===== src/rtl/adder_pkg.sv =====
// Shared definitions for the byte-serial add/subtract sequencer.
package adder_pkg;

    localparam int unsigned BYTE_W = 8;

    typedef enum logic [1:0] {
        IDLE,
        RUN,
        DONE
    } state_e;

    // Byte index width; a single-byte sequencer still gets a 1-bit index.
    function automatic int unsigned idx_width(input int unsigned nbytes);
        return (nbytes <= 1) ? 1 : $clog2(nbytes);
    endfunction

endpackage


===== src/rtl/adder_word_sequencer_if.sv =====
// Operand/result handshake bundle between the sequencer and its upstream/downstream.
interface adder_word_sequencer_if
    import adder_pkg::*;
#(
    parameter int unsigned NBYTES = 4
);
    localparam int unsigned W = BYTE_W * NBYTES;

    logic         in_valid;
    logic         in_ready;
    logic [W-1:0] a;
    logic [W-1:0] b;
    logic         cin;
    logic         op_sub;
    logic         out_valid;
    logic         out_ready;
    logic [W-1:0] sum;
    logic         cout;
    logic         ovf;

    modport master (
        output in_valid, a, b, cin, op_sub, out_ready,
        input  in_ready, out_valid, sum, cout, ovf
    );

    modport slave (
        input  in_valid, a, b, cin, op_sub, out_ready,
        output in_ready, out_valid, sum, cout, ovf
    );

endinterface


===== src/rtl/behavioral.sv =====
// 8-bit combinational adder: S = F + G + Cin, S[8] is the carry out.
module behavioral (
    input  logic [7:0] F,
    input  logic [7:0] G,
    input  logic       Cin,
    output logic [8:0] S
);

    assign S = {1'b0, F} + {1'b0, G} + {8'b0, Cin};

endmodule


===== src/rtl/adder_word_sequencer.sv =====
// Wide add/subtract built by stepping a single 8-bit adder over the operands, LSB first.
module adder_word_sequencer
    import adder_pkg::*;
#(
    parameter int unsigned NBYTES = 4
) (
    input  logic                  clk,
    input  logic                  rst_n,
    adder_word_sequencer_if.slave bus
);

    localparam int unsigned W  = BYTE_W * NBYTES;
    localparam int unsigned IW = idx_width(NBYTES);

    state_e         state_q, state_d;
    logic [IW-1:0]  idx_q;
    logic [W-1:0]   a_q, b_q, acc_q, acc_d, sum_q;
    logic           carry_q, cout_q, ovf_q;

    logic           accept, last, run;
    logic [7:0]     f, g;
    logic           c_in;
    logic [8:0]     s;
    logic           ovf_d;

    assign run    = (state_q == RUN);
    assign last   = (idx_q == IW'(NBYTES - 1));
    assign accept = bus.in_valid && bus.in_ready;

    assign bus.in_ready  = (state_q == IDLE) || ((state_q == DONE) && bus.out_ready);
    assign bus.out_valid = (state_q == DONE);
    assign bus.sum       = sum_q;
    assign bus.cout      = cout_q;
    assign bus.ovf       = ovf_q;

    // Adder is held at zero outside RUN.
    assign f    = run ? a_q[BYTE_W*idx_q +: BYTE_W] : '0;
    assign g    = run ? b_q[BYTE_W*idx_q +: BYTE_W] : '0;
    assign c_in = run ? carry_q : 1'b0;

    behavioral u_adder (
        .F   (f),
        .G   (g),
        .Cin (c_in),
        .S   (s)
    );

    always_comb begin
        acc_d = acc_q;
        acc_d[BYTE_W*idx_q +: BYTE_W] = s[7:0];
    end

    // b_q already holds ~b when subtracting, so this covers both modes.
    assign ovf_d = (a_q[W-1] == b_q[W-1]) && (s[7] != a_q[W-1]);

    always_comb begin
        state_d = state_q;
        unique case (state_q)
            IDLE: if (accept) state_d = RUN;
            RUN:  if (last) state_d = DONE;
            DONE: if (bus.out_ready) state_d = accept ? RUN : IDLE;
            default: state_d = IDLE;
        endcase
    end

    always_ff @(posedge clk or negedge rst_n) begin
        if (!rst_n) begin
            state_q <= IDLE;
        end else begin
            state_q <= state_d;
        end
    end

    always_ff @(posedge clk or negedge rst_n) begin
        if (!rst_n) begin
            idx_q   <= '0;
            a_q     <= '0;
            b_q     <= '0;
            acc_q   <= '0;
            carry_q <= 1'b0;
            sum_q   <= '0;
            cout_q  <= 1'b0;
            ovf_q   <= 1'b0;
        end else if (accept) begin
            a_q     <= bus.a;
            b_q     <= bus.op_sub ? ~bus.b : bus.b;
            carry_q <= bus.op_sub ^ bus.cin;
            idx_q   <= '0;
        end else if (run) begin
            acc_q   <= acc_d;
            carry_q <= s[8];
            if (last) begin
                sum_q  <= acc_d;
                cout_q <= s[8];
                ovf_q  <= ovf_d;
                idx_q  <= '0;
            end else begin
                idx_q  <= idx_q + IW'(1);
            end
        end
    end

endmodule


===== src/flat_wrapper.sv =====
// flat-port wrapper written by rule: the top's interface ports become plain ports
module adder_word_sequencer_flat import adder_pkg::*;
#(
    parameter int unsigned NBYTES = 4
)
  (clk, rst_n, bus_in_valid, bus_a, bus_b, bus_cin, bus_op_sub, bus_out_ready, bus_in_ready, bus_out_valid, bus_sum, bus_cout, bus_ovf);
  adder_word_sequencer_if #(.NBYTES(NBYTES)) bus_i ();
  input  logic clk;
  input  logic rst_n;
  input wire logic [$bits(bus_i.in_valid)-1:0] bus_in_valid;
  input wire logic [$bits(bus_i.a)-1:0] bus_a;
  input wire logic [$bits(bus_i.b)-1:0] bus_b;
  input wire logic [$bits(bus_i.cin)-1:0] bus_cin;
  input wire logic [$bits(bus_i.op_sub)-1:0] bus_op_sub;
  input wire logic [$bits(bus_i.out_ready)-1:0] bus_out_ready;
  output wire logic [$bits(bus_i.in_ready)-1:0] bus_in_ready;
  output wire logic [$bits(bus_i.out_valid)-1:0] bus_out_valid;
  output wire logic [$bits(bus_i.sum)-1:0] bus_sum;
  output wire logic [$bits(bus_i.cout)-1:0] bus_cout;
  output wire logic [$bits(bus_i.ovf)-1:0] bus_ovf;
  assign bus_i.in_valid = bus_in_valid;
  assign bus_i.a = bus_a;
  assign bus_i.b = bus_b;
  assign bus_i.cin = bus_cin;
  assign bus_i.op_sub = bus_op_sub;
  assign bus_i.out_ready = bus_out_ready;
  assign bus_in_ready = bus_i.in_ready;
  assign bus_out_valid = bus_i.out_valid;
  assign bus_sum = bus_i.sum;
  assign bus_cout = bus_i.cout;
  assign bus_ovf = bus_i.ovf;
  adder_word_sequencer #(.NBYTES(NBYTES)) u_core (.clk(clk), .rst_n(rst_n), .bus(bus_i));
endmodule

===== config.mk =====
export PLATFORM = sky130hd
export DESIGN_NAME = adder_word_sequencer_flat
export DESIGN_NICKNAME = d
export VERILOG_FILES = /design/src/rtl/adder_pkg.sv /design/src/rtl/adder_word_sequencer_if.sv /design/src/rtl/behavioral.sv /design/src/rtl/adder_word_sequencer.sv /design/src/flat_wrapper.sv
export SDC_FILE = /design/constraint.sdc
export NUM_CORES = 1
export LEC_CHECK = 0
export BUFFER_PORTS_ARGS = -buffer_cell sky130_fd_sc_hd__buf_2
export CAP_MARGIN = 5
export CELL_PAD_IN_SITES_DETAIL_PLACEMENT = 1
export CELL_PAD_IN_SITES_GLOBAL_PLACEMENT = 1
export CORE_ASPECT_RATIO = 0.5
export CORE_MARGIN = 4
export CORE_UTILIZATION = 48
export CTS_CLUSTER_SIZE = 10
export DETAILED_ROUTE_END_ITERATION = 12
export GPL_TIMING_DRIVEN = 1
export PLACE_DENSITY_LB_ADDON = 0.1
export RECOVER_POWER = 50
export SLEW_MARGIN = 20
export SYNTH_ARGS = -nofsm -noshare
export SYNTH_HDL_FRONTEND = slang
export SYNTH_SLANG_ARGS = --single-unit

===== constraint.sdc =====
create_clock -name clk -period 6.3 [get_ports clk]
set_input_delay 1.89 -clock clk [delete_from_list [all_inputs] [get_ports clk]]
set_output_delay 1.89 -clock clk [all_outputs]
set_load 0.01 [all_outputs]

==> Word level (Yosys, flattened, before mapping) <==
Index checks and enable logic that the tools add are counted.
{ "word_totals": {"wordCells": 52, "regBits": 135, "output_inout_bits": 36, "in_bits": 70} }
{ "op_classes": {"shifts": 4, "bitwise": 3, "muxes": 15, "n_eq_ne": 8, "addsub": 4, "n_reduce_logical": 9} }
{ "ops": {"columns": ["op", "count"], "rows": [
  ["$shiftx 32x6->8", 2],
  ["$neg 5->34", 1],
  ["$shift 8x34->32 const A", 1],
  ["$shiftx 8x34->32", 1],
  ["$bwmux 32", 1],
  ["$mux 32", 1],
  ["$not 32->32", 1],
  ["$mux 8", 2],
  ["$mux 2", 6],
  ["$add 8x8->9", 1],
  ["$add 9x1->9", 1],
  ["$pmux 2 s3", 1],
  ["$reduce_and 3->1", 2],
  ["$eq 2x2->1 const B", 2],
  ["$mux 1", 4],
  ["$ne 2x1->1 const B", 2],
  ["$logic_and 1x1->1", 3],
  ["$add 2x1->2 const B", 1],
  ["$eq 2x1->1 const B", 1],
  ["$logic_not 2->1", 1],
  ["$ne 2x2->1 const B", 1],
  ["$reduce_and 2->1", 1],
  ["$reduce_bool 2->1", 1],
  ["$eq 1x1->1", 1],
  ["other kinds (4)", 4]
]} }

==> Depth between registers and ports, before layout <==
{ "logic_depth": {"depth_word": 7, "depth_mapped": 12} }

==> By module <==
Synthesis repeated with hierarchy kept, for this count alone.
{ "unflattened": {"cells_unflattened": 551, "area_unflattened_um2": 6741.5} }
{ "modules_own_cells": {"columns": ["module", "seq_area_each_um2", "cells_per_inst", "n_inst", "area_each_um2"], "rows": [
  ["adder_word_sequencer", 3378.2, 509, 1, 6409.9],
  ["behavioral", 0.0, 42, 1, 331.6]
]} }

==> Least setup slack after synthesis <==
OpenSTA, ideal clock, no wires.
{ "synth_path": {"kind": "input to output", "start": "input bus_out_ready", "end": "output bus_in_ready", "path_buffers": 0, "slack_ns": 2.244, "path_stages": 2, "t_required_ns": 4.410, "arrival_ns": 2.166, "cell_sequence": "inv_1 a21oi_1"} }
{ "synth_via": {"elab_chain_cells": 2} }
{ "synth_lines": {"columns": ["item", "line_no", "rtl"], "rows": [
  ["from (decl)", "flat_wrapper.sv:15", "input wire logic [$bits(bus_i.out_ready)-1:0] bus_out_ready;"],
  ["$logic_and 1x1->1", "adder_word_sequencer.sv:30", "assign bus.in_ready = (state_q == IDLE) || ((state_q == DONE) && bus.out_ready);"],
  ["$logic_or 1x1->1", "adder_word_sequencer.sv:30", null],
  ["to (decl)", "flat_wrapper.sv:16", "output wire logic [$bits(bus_i.in_ready)-1:0] bus_in_ready;"]
]} }
Every way passes these cells.

==> Final worst setup path <==
{ "layout_path": {"start": "input bus_out_ready", "end": "register u_core.a_q[3]"} }
{ "layout_via": {"elab_chain_cells": 3} }
{ "layout_lines": {"columns": ["item", "line_no", "rtl"], "rows": [
  ["$logic_and 1x1->1", "adder_word_sequencer.sv:30", null],
  ["$logic_or 1x1->1", "adder_word_sequencer.sv:30", null],
  ["$logic_and 1x1->1", "adder_word_sequencer.sv:28", "assign accept = bus.in_valid && bus.in_ready;"],
  ["to (signal assigned)", "adder_word_sequencer.sv:85", "a_q <= bus.a;"],
  ["to (decl)", "adder_word_sequencer.sv:17", "logic [W-1:0] a_q, b_q, acc_q, acc_d, sum_q;"]
]} }
Every way passes these cells.
A chain may end at the register's enable or synchronous reset.

==> out/metrics.cfg <==
[routing]
first_pass_iters = 4
drtAntennaViolNets = 0
vias = 4828
post_drt_via_cell_ratio = 5.74
wl_per_cell_um = 20.1
drc = 0
drt_iter0_markers = 318
totalWireLength_mm = 16.9

[floorplanning]
core_region_area_um2 = 13000
die-area_um2 = 15600
pin_count = 106
num_rows = 29
initial_core_util = 0.501
die_x_um = 173
die_y_um = 90.3

[min_path]
hold_class = reg2reg
hold_start = u_core.bus.sum[13]$_DFFE_PN0P_
min_to = u_core.bus.sum[13]$_DFFE_PN0P_
holdPathStages = 2

[logic_synthesis]
synth-seq-cells = 135
synth_flop_cell = dfrtp_1
synth_warnings = 0
seq_area_frac_synth = 0.520
synth.avg_cell_area_um2 = 11.5
ys_async_sr_fraction = 1.00
ys_types = 52
netlist_instances = 566
synth_edf_count = 0
synthesis.nets = 651
synth.cell_area_um2 = 6500

[worst_setup_path]
critPathTopFamily = simple AND/OR/NAND/NOR gates
cp_num_buf_inv = 3
crit_path_max_incr_delay_ns = 1.76
criticalPathCategory = in2reg
r2r-end = u_core.carry_q$_DFFE_PN0P_
worst_setup_path_start_kind = input port
cp-end-kind = flop
critical_path_required_ns = 6.59
r2r_start = u_core.idx_q[0]$_DFFE_PN0P_
cp_cell_sequence = buf_2 -> inv_1 -> a21oi_1 -> and2_0 -> buf_12 -> mux2_2
arrival_ns = 4.70
critPathMaxFanout = 57
rrSetupSlack_ns = 2.33
rr_worst_depth = 11
cp_slowest_cell = and2_0

[cells_and_area]
num_antenna_cells = 0
synthToLayoutAreaGrowth_pct = 17.8
final_common_cell = dfrtp_1
final_cell_mix = dfrtp_1, buf_2, nor2_1
drive_gt1_frac = 0.249
nets = 745

[power]
vdd_drop_max_mv = 0.341
powerDensity_nw_per_um2 = 627
power.leakage_nw = 3.34

[clocking]
root_buffer = clkbuf_16
clk_latency_ns = 0.42
cts.sinks = 135
cts_resized = 0
clk_pin_slew_ns = 0.06
cts_buffers = 17
cts_buffer_depth = 2
postCtsSetupRepairBufs = 0
cts_tree = done
cts_hold_buffers = 0
htreeDepth = 4

[sta]
slew_headroom = -0.587
timing.final.crit_share = 0.700
worst_pin_slew_ns = 2.38
whs_ns = 0.477
final_max_slew_viol_count = 72
setup_viol = 0
period_needed_ns = 4.41
rsz0062_at_grt = false
max_freq_mhz = 227
skew_ns = 0.0123
fin_ws_ns = 1.89
setup_tns_ns = 0
hold_viol = 0

[placed_design]
gp_congestion = 0.853
numPortBuffers = 105
post-place-ws_ns = 2.04
dp_hpwl_mm = 11.2

[global_route]
grt_max_degree = 102
met1_usage = 0.317
antenna_found_initial = 0
use_met2 = 0.355
grt_pass1_wl_mm = 27.9
groute.layer.met3.usage = 0.0548
grt_util_all_layers = 0.224
overflow = 0
top_usage_layer = met2
grt_pass1_vias = 5157

[outcome]
outcome = finished with violations
violations = capacitance limit, slew limit

[flow_run]
max_cap_viol_count = 2

-- metal layers --
| layer | wire length [µm] | part of all wire |
|---|---|---|
| met5 | 0 | 0 |
| met4 | 154 | 0.0091 |
| met2 | 8080 | 0.48 |
| met3 | 777 | 0.046 |
| met1 | 7900 | 0.47 |
-- layout make-up --
type,instances,area (µm²)
Clock buffer,19,453
Clock inverter,11,103
Fill cell,1415,5300
Inverter,11,41.3
Multi-Input combinational cell,385,2930
Sequential cell,135,3380
Tap cell,170,213
Timing Repair Buffer,110,539
-- worst register-to-register path: stages, from the launching register on --
cell	delay, ns
dfrtp_1	0.76
buf_4	0.39
mux4_2	0.54
nand2_1	0.12
fa_1	0.21
inv_1	0.06
fa_1	0.42
a211oi_1	0.25
o21bai_1	0.12
or3_1	0.33
a31oi_1	0.32
o221ai_1	0.20
-- synth_stat cells, types with 4 or more instances --
library cell,number,share of area
o22a_1,4,0.0054
dfrtp_1,135,0.52
nor2_1,64,0.037
and2_1,17,0.016
nand2_1,35,0.020
a31o_2,4,0.0054
a22o_1,28,0.038
xnor2_1,34,0.046
or3_1,4,0.0039
a221oi_1,12,0.016
clkbuf_1,13,0.0075
buf_1,8,0.0046
ha_1,13,0.025
o31ai_1,5,0.0058
inv_1,9,0.0052
buf_2,13,0.010
a21oi_1,38,0.029
a21o_1,8,0.0092
mux4_2,16,0.055
a32oi_1,8,0.011
mux2_2,32,0.055
o21ai_0,19,0.015
nor3_1,5,0.0039
-- how the worst max path moves through the flow --
stage	start	end	slack [ns]	cells past startpoint
after global routing	bus_out_ready	u_core.a_q[3]$_DFFE_PN0P_	1.66	6
after global placement	bus_out_ready	bus_in_ready	2.09	4
final	bus_out_ready	u_core.a_q[3]$_DFFE_PN0P_	1.89	6
after CTS	bus_out_ready	bus_in_ready	2.04	4
after detailed placement	bus_out_ready	bus_in_ready	2.04	4
after floorplan	bus_out_ready	bus_in_ready	2.24	2
-- kinds of logic (layout without fill, tap and decap cells) --
| group | Yosys count | count (layout) | synth area share |
|---|---|---|---|
| compound gates | 143 | 143 | 0.157 |
| flops | 135 | 135 | 0.520 |
| simple gates | 143 | 143 | 0.103 |
| mux | 48 | 48 | 0.111 |
| xor+xnor | 36 | 36 | 0.0485 |
| fa+ha+maj | 15 | 15 | 0.0312 |
| buf+inv | 46 | 151 | 0.0297 |
-- flip-flops by register name, summed over array words and instances, names as in the netlist --
name and cells:
u_core.carry_q 1, u_core.a_q 32, u_core.bus.cout 1, u_core.b_q 32, u_core.bus.ovf 1, u_core.state_q 2, u_core.idx_q 2, u_core.bus.sum 32
u_core.acc_q 32
-- where the power goes --
part	switching, mW	internal [mW]
Clock	0.384	0.560
Combinational	1.43	0.912
Sequential	0.247	1.26
Total	2.06	2.74
-- through the flow --
step / cell area (µm²) / utilization / power, mW / instances
2_1_floorplan: 6500 / - / 3.08 / 566
3_3_place_gp: 7120 / 0.550 / 3.74 / 810
3_5_place_dp: 7120 / 0.550 / 3.84 / 810
4_1_cts: 7680 / 0.593 / 4.81 / 840
5_1_grt: 7650 / 0.591 / 5.13 / 841
6_report: 7650 / 0.591 / 4.80 / 841
No activity file was read; power rests on OpenSTA's default activity.
